## src/rtl/serial_word_comparator_pkg.sv

```systemverilog
// Shared types and constants for the serial word comparator.
package serial_word_comparator_pkg;

   localparam int unsigned NIBBLE_W = 4;

   typedef enum logic [1:0] {
      ST_IDLE = 2'd0,
      ST_SCAN = 2'd1,
      ST_DONE = 2'd2
   } state_e;

   localparam logic [1:0] SEL_EQ   = 2'b00;
   localparam logic [1:0] SEL_LT   = 2'b10;
   localparam logic [1:0] SEL_GT   = 2'b01;
   localparam logic [1:0] SEL_NONE = 2'b11;

   // Pick the flag named by a select code; the "none" code yields 0.
   function automatic logic sel_flag(input logic [1:0] sel, input logic f_lt,
                                     input logic f_eq, input logic f_gt);
      logic f;
      case (sel)
         SEL_EQ:   f = f_eq;
         SEL_LT:   f = f_lt;
         SEL_GT:   f = f_gt;
         SEL_NONE: f = 1'b0;
         default:  f = 1'b0;
      endcase
      return f;
   endfunction

endpackage

```

## src/rtl/serial_word_comparator_nibble_cmp.sv

```systemverilog
// Combinational 4-bit unsigned comparator; exactly one of lt/eq/gt is high.
module serial_word_comparator_nibble_cmp
   import serial_word_comparator_pkg::*;
(
   input  logic [NIBBLE_W-1:0] a,
   input  logic [NIBBLE_W-1:0] b,
   output logic                lt,
   output logic                eq,
   output logic                gt
);

   assign lt = (a < b);
   assign eq = (a == b);
   assign gt = (a > b);

endmodule

```

## src/rtl/serial_word_comparator.sv

```systemverilog
// Multi-cycle magnitude comparator: walks operands MSB nibble first and
// stops at the first unequal nibble, with valid/ready on both sides.
module serial_word_comparator
   import serial_word_comparator_pkg::*;
#(
   parameter int unsigned NIBBLES = 4
) (
   input  logic                         clk,
   input  logic                         rst_n,
   input  logic                         in_valid,
   output logic                         in_ready,
   input  logic [NIBBLE_W*NIBBLES-1:0]  a,
   input  logic [NIBBLE_W*NIBBLES-1:0]  b,
   input  logic [1:0]                   sel,
   output logic                         out_valid,
   input  logic                         out_ready,
   output logic                         lt,
   output logic                         eq,
   output logic                         gt,
   output logic                         result
);

   localparam int unsigned W     = NIBBLE_W * NIBBLES;
   localparam int unsigned IDX_W = (NIBBLES > 1) ? $clog2(NIBBLES) : 1;

   state_e             state_q, state_d;
   logic [W-1:0]       a_q, a_d;
   logic [W-1:0]       b_q, b_d;
   logic [1:0]         sel_q, sel_d;
   logic [IDX_W-1:0]   idx_q, idx_d;
   logic               lt_q, lt_d;
   logic               eq_q, eq_d;
   logic               gt_q, gt_d;
   logic               result_q, result_d;
   logic               in_ready_q, in_ready_d;
   logic               out_valid_q, out_valid_d;

   logic [NIBBLE_W-1:0] nib_a;
   logic [NIBBLE_W-1:0] nib_b;
   logic                cmp_lt;
   logic                cmp_eq;
   logic                cmp_gt;

   // Select the nibble pair addressed by the scan index.
   always_comb begin
      nib_a = '0;
      nib_b = '0;
      for (int unsigned i = 0; i < NIBBLES; i++) begin
         if (idx_q == IDX_W'(i)) begin
            nib_a = a_q[i*NIBBLE_W +: NIBBLE_W];
            nib_b = b_q[i*NIBBLE_W +: NIBBLE_W];
         end
      end
   end

   serial_word_comparator_nibble_cmp u_nibble_cmp (
      .a  (nib_a),
      .b  (nib_b),
      .lt (cmp_lt),
      .eq (cmp_eq),
      .gt (cmp_gt)
   );

   // Next-state and registered-output computation.
   always_comb begin
      state_d  = state_q;
      a_d      = a_q;
      b_d      = b_q;
      sel_d    = sel_q;
      idx_d    = idx_q;
      lt_d     = lt_q;
      eq_d     = eq_q;
      gt_d     = gt_q;
      result_d = result_q;

      case (state_q)
         ST_IDLE: begin
            if (in_valid) begin
               a_d     = a;
               b_d     = b;
               sel_d   = sel;
               idx_d   = IDX_W'(NIBBLES - 1);
               state_d = ST_SCAN;
            end
         end
         ST_SCAN: begin
            if (cmp_lt) begin
               lt_d     = 1'b1;
               eq_d     = 1'b0;
               gt_d     = 1'b0;
               result_d = sel_flag(sel_q, 1'b1, 1'b0, 1'b0);
               state_d  = ST_DONE;
            end else if (cmp_gt) begin
               lt_d     = 1'b0;
               eq_d     = 1'b0;
               gt_d     = 1'b1;
               result_d = sel_flag(sel_q, 1'b0, 1'b0, 1'b1);
               state_d  = ST_DONE;
            end else if (cmp_eq) begin
               if (idx_q == '0) begin
                  lt_d     = 1'b0;
                  eq_d     = 1'b1;
                  gt_d     = 1'b0;
                  result_d = sel_flag(sel_q, 1'b0, 1'b1, 1'b0);
                  state_d  = ST_DONE;
               end else begin
                  idx_d = idx_q - IDX_W'(1);
               end
            end
         end
         ST_DONE: begin
            if (out_ready) begin
               lt_d     = 1'b0;
               eq_d     = 1'b0;
               gt_d     = 1'b0;
               result_d = 1'b0;
               state_d  = ST_IDLE;
            end
         end
         default: begin
            state_d = ST_IDLE;
         end
      endcase

      in_ready_d  = (state_d == ST_IDLE);
      out_valid_d = (state_d == ST_DONE);
   end

   // State and datapath registers; reset discards any captured operands.
   always_ff @(posedge clk or negedge rst_n) begin
      if (!rst_n) begin
         state_q     <= ST_IDLE;
         a_q         <= '0;
         b_q         <= '0;
         sel_q       <= '0;
         idx_q       <= '0;
         lt_q        <= 1'b0;
         eq_q        <= 1'b0;
         gt_q        <= 1'b0;
         result_q    <= 1'b0;
         in_ready_q  <= 1'b1;
         out_valid_q <= 1'b0;
      end else begin
         state_q     <= state_d;
         a_q         <= a_d;
         b_q         <= b_d;
         sel_q       <= sel_d;
         idx_q       <= idx_d;
         lt_q        <= lt_d;
         eq_q        <= eq_d;
         gt_q        <= gt_d;
         result_q    <= result_d;
         in_ready_q  <= in_ready_d;
         out_valid_q <= out_valid_d;
      end
   end

   assign in_ready  = in_ready_q;
   assign out_valid = out_valid_q;
   assign lt        = lt_q;
   assign eq        = eq_q;
   assign gt        = gt_q;
   assign result    = result_q;

endmodule

```

## config.mk

```make
export PLATFORM = sky130hd
export DESIGN_NAME = serial_word_comparator
export DESIGN_NICKNAME = d
export VERILOG_FILES = /design/src/rtl/serial_word_comparator_pkg.sv /design/src/rtl/serial_word_comparator_nibble_cmp.sv /design/src/rtl/serial_word_comparator.sv
export SDC_FILE = /design/constraint.sdc
export NUM_CORES = 1
export LEC_CHECK = 0
export CAP_MARGIN = 20
export CORE_MARGIN = 2
export CORE_UTILIZATION = 52
export CTS_BUF_LIST = sky130_fd_sc_hd__clkbuf_16
export DETAILED_ROUTE_END_ITERATION = 7
export GPL_TIMING_DRIVEN = 1
export PLACE_DENSITY = 0.92
export SLEW_MARGIN = 20
export SYNTH_ARGS = -nofsm -noshare
export SYNTH_HDL_FRONTEND = slang
export SYNTH_SLANG_ARGS = --single-unit
```

## constraint.sdc

```tcl
create_clock -name clk -period 6.6 [get_ports clk]
set_input_delay 1.32 -clock clk [delete_from_list [all_inputs] [get_ports clk]]
set_output_delay 1.32 -clock clk [all_outputs]
set_load 0.005 [all_outputs]
```

==> impl_metrics.tcl <==
set metrics [dict create \
    synth_area_leaders "dfrtp_1 (49%), mux2_2 (17%), ha_1 (6.8%)" \
    final_core_util 0.700 \
    synthToLayoutAreaGrowth_pct 28.6 \
    dp.cells 265 \
    drt-pass1-iter-count 4 \
    hpwl_um 3200 \
    yosysWarnings 0 \
    std_cell_rows 23 \
    fill_cells 290 \
    slowest_stage "nor2b_1" \
    netlist_area_sq_um 2190 \
    ys_seq_elements 44 \
    power.leakage_nw 1.17 \
    r2r_slack_ns 3.34 \
    antenna_cells 0 \
    layout.nets 272 \
    synthCells 178 \
    via_count 1558 \
    arrival_ns 3.42 \
    whs_ns 0.494 \
    final_area_sq_um 2820 \
    required_ns 6.76 \
    hold_depth 1 \
    mostFrequentLayoutCell "dfrtp_1" \
    grt-ovfl-total 0 \
    cts-root-buf "clkbuf_16" \
    final.setup.tns_ns 0 \
    antenna_found_initial 0 \
    cellPowerDensity_nw_per_um2 475 \
    drv_cap 0 \
    rsz0062_at_grt "false" \
    grt_pass1_vias 1511 \
    seq_area_frac_synth 0.503 \
    min_period_ns 3.26 \
    vias_per_cell 5.71 \
    crit_family "simple AND/OR/NAND/NOR gates" \
    start_util 0.544 \
    cts_max_level 2 \
    setup_viol 0 \
    synth.avg_cell_area_sq_um 12.3 \
    worstHoldStart "result$_DFFE_PN0P_" \
    grt_max_degree 45 \
    setup_slack_ns 3.34 \
    final_cell_mix "dfrtp_1 (43), clkdlybuf4s50_1 (42), mux2_2 (34)" \
    core_sq_um 4030 \
    wire_per_inst_um 17.1 \
    grtUsageTotal 0.213 \
    yosysUniqueCellTypes 30 \
    drt-total-wl_um 4660 \
    path_cells "inv_1 > ha_1 > nor2b_1 > a221oi_1 > nor3_1 > a21oi_1 > ha_1 > nand4_4 > nor3_4 > a21oi_2 > a221oi_2 > nor2b_1" \
    worst_slew_pin_slew_ns 0.963 \
    routabilityCongestion 0.846 \
    r2r-start "idx_q[1]$_DFFE_PN0P_" \
    io_buffers 43 \
    die_x_um 68.9 \
    die_y_um 68.9 \
    startpoint "idx_q[1]$_DFFE_PN0P_" \
    hp-class "reg2reg" \
    grt_pass1_wl_um 7290 \
    cp_num_buf_inv 1 \
    yosys.area.top_type "dfrtp_1" \
    fin_crit_sh 0.494 \
    synth_fp_nets 228 \
    vdd_ir_drop_max_mv 0.224 \
    rr_endpoint "out_valid$_DFF_PN0_" \
    insertion_delay_ns 0.29 \
    stdcell_count 273 \
    clk_path_buf_depth 2 \
    path_class "reg2reg" \
    cts_hold_buf 0 \
    status "completed" \
    netlist.area_leader.share 0.491 \
    dp_slack_ns 3.45 \
    cts_sinks 44 \
    crit_cells 12 \
    cts_buffers 5 \
    cts.clk_slew.worst_paths_ns 0.06 \
    final_hold_viol_count 0 \
    total_power_mw 1.34 \
    start_kind "register" \
    ant_nets 0 \
    timing.fmax_mhz 307 \
    cts_tree "built" \
    crit_path_max_incr_delay_ns 0.48 \
    crit_path_max_fanout 10 \
    maxSlewViolCount 0 \
    cp-end-kind "register" \
    slew_headroom 0.358 \
    io_pins 44 \
    drt_iter0_drc 161 \
    r2r_cells 12 \
    die_area_sq_um 4750 \
    remaining_drc_errors 0 \
    hold_end "result$_DFFE_PN0P_" \
    cts-resized-gates 0 \
    layout-drive-gt1-share 0.238 \
    place_area_sq_um 2660 \
    cts_setup_buffers 0 \
    finalClockSkew_ns 0.00779 \
]
power by group:
part           total (mW)  internal (mW)  switching [mW]
combinational       0.581          0.300           0.281
sequential          0.488          0.405          0.0832
clock               0.272          0.176          0.0960
sequential cells by signal (all words and copies together), names as in the netlist:
register   count
out_valid      1
a_q           16
b_q           16
sel_q          2
state_q        2
in_ready       1
gt             1
lt             1
idx_q          2
eq             1
result         1
cell type report:
| cell class | count | area, sq um | area share |
|---|---|---|---|
| tap | 50 | 62.6 | 0.0222 |
| clock inverter | 3 | 38.8 | 0.0137 |
| clock buffer | 5 | 125 | 0.0443 |
| timing repair buffer | 44 | 433 | 0.153 |
| inverter | 5 | 18.8 | 0.00665 |
| multi-input combinational | 122 | 1040 | 0.369 |
| sequential | 44 | 1100 | 0.391 |
worst max path at each step:
stage / slack [ns] / to
after floorplan: 3.92 / out_valid$_DFF_PN0_
after global placement: 3.67 / out_valid$_DFF_PN0_
after detailed placement: 3.45 / out_valid$_DFF_PN0_
after CTS: 3.37 / out_valid$_DFF_PN0_
after global routing: 3.05 / out_valid$_DFF_PN0_
final: 3.34 / out_valid$_DFF_PN0_
layer usage:
layer,global-route usage,share of wire,up-vias
li1,-,-,736
met1,0.272,0.42,765
met2,0.350,0.50,47
met3,0.0390,0.052,10
met4,0.100,0.022,0
met5,0,0,-
cells in the mapped netlist, drive strengths merged:
cell	n
nand3	3
a221oi	5
inv	5
nor2	5
nor3	6
or2	1
nand4	1
o211ai	2
a21oi	13
a22oi	4
clkbuf	3
o21ba	1
buf	4
ha	12
dfrtp	43
a31oi	1
nand2	9
nand2b	2
nor2b	7
a211oi	1
mux2	34
o2bb2ai	4
o221a	1
dfstp	1
nor4b	1
o21ai	6
nand3b	3
cells by family (layout without fill, tap and decap cells):
family	Yosys count	after routing	synth area share
mux	34	34	0.175
compound gates	38	38	0.123
flops	44	44	0.503
fa+ha+maj	12	12	0.0685
buf+inv	12	57	0.0228
simple gates	38	38	0.109
(Power assumes the default switching activity.)
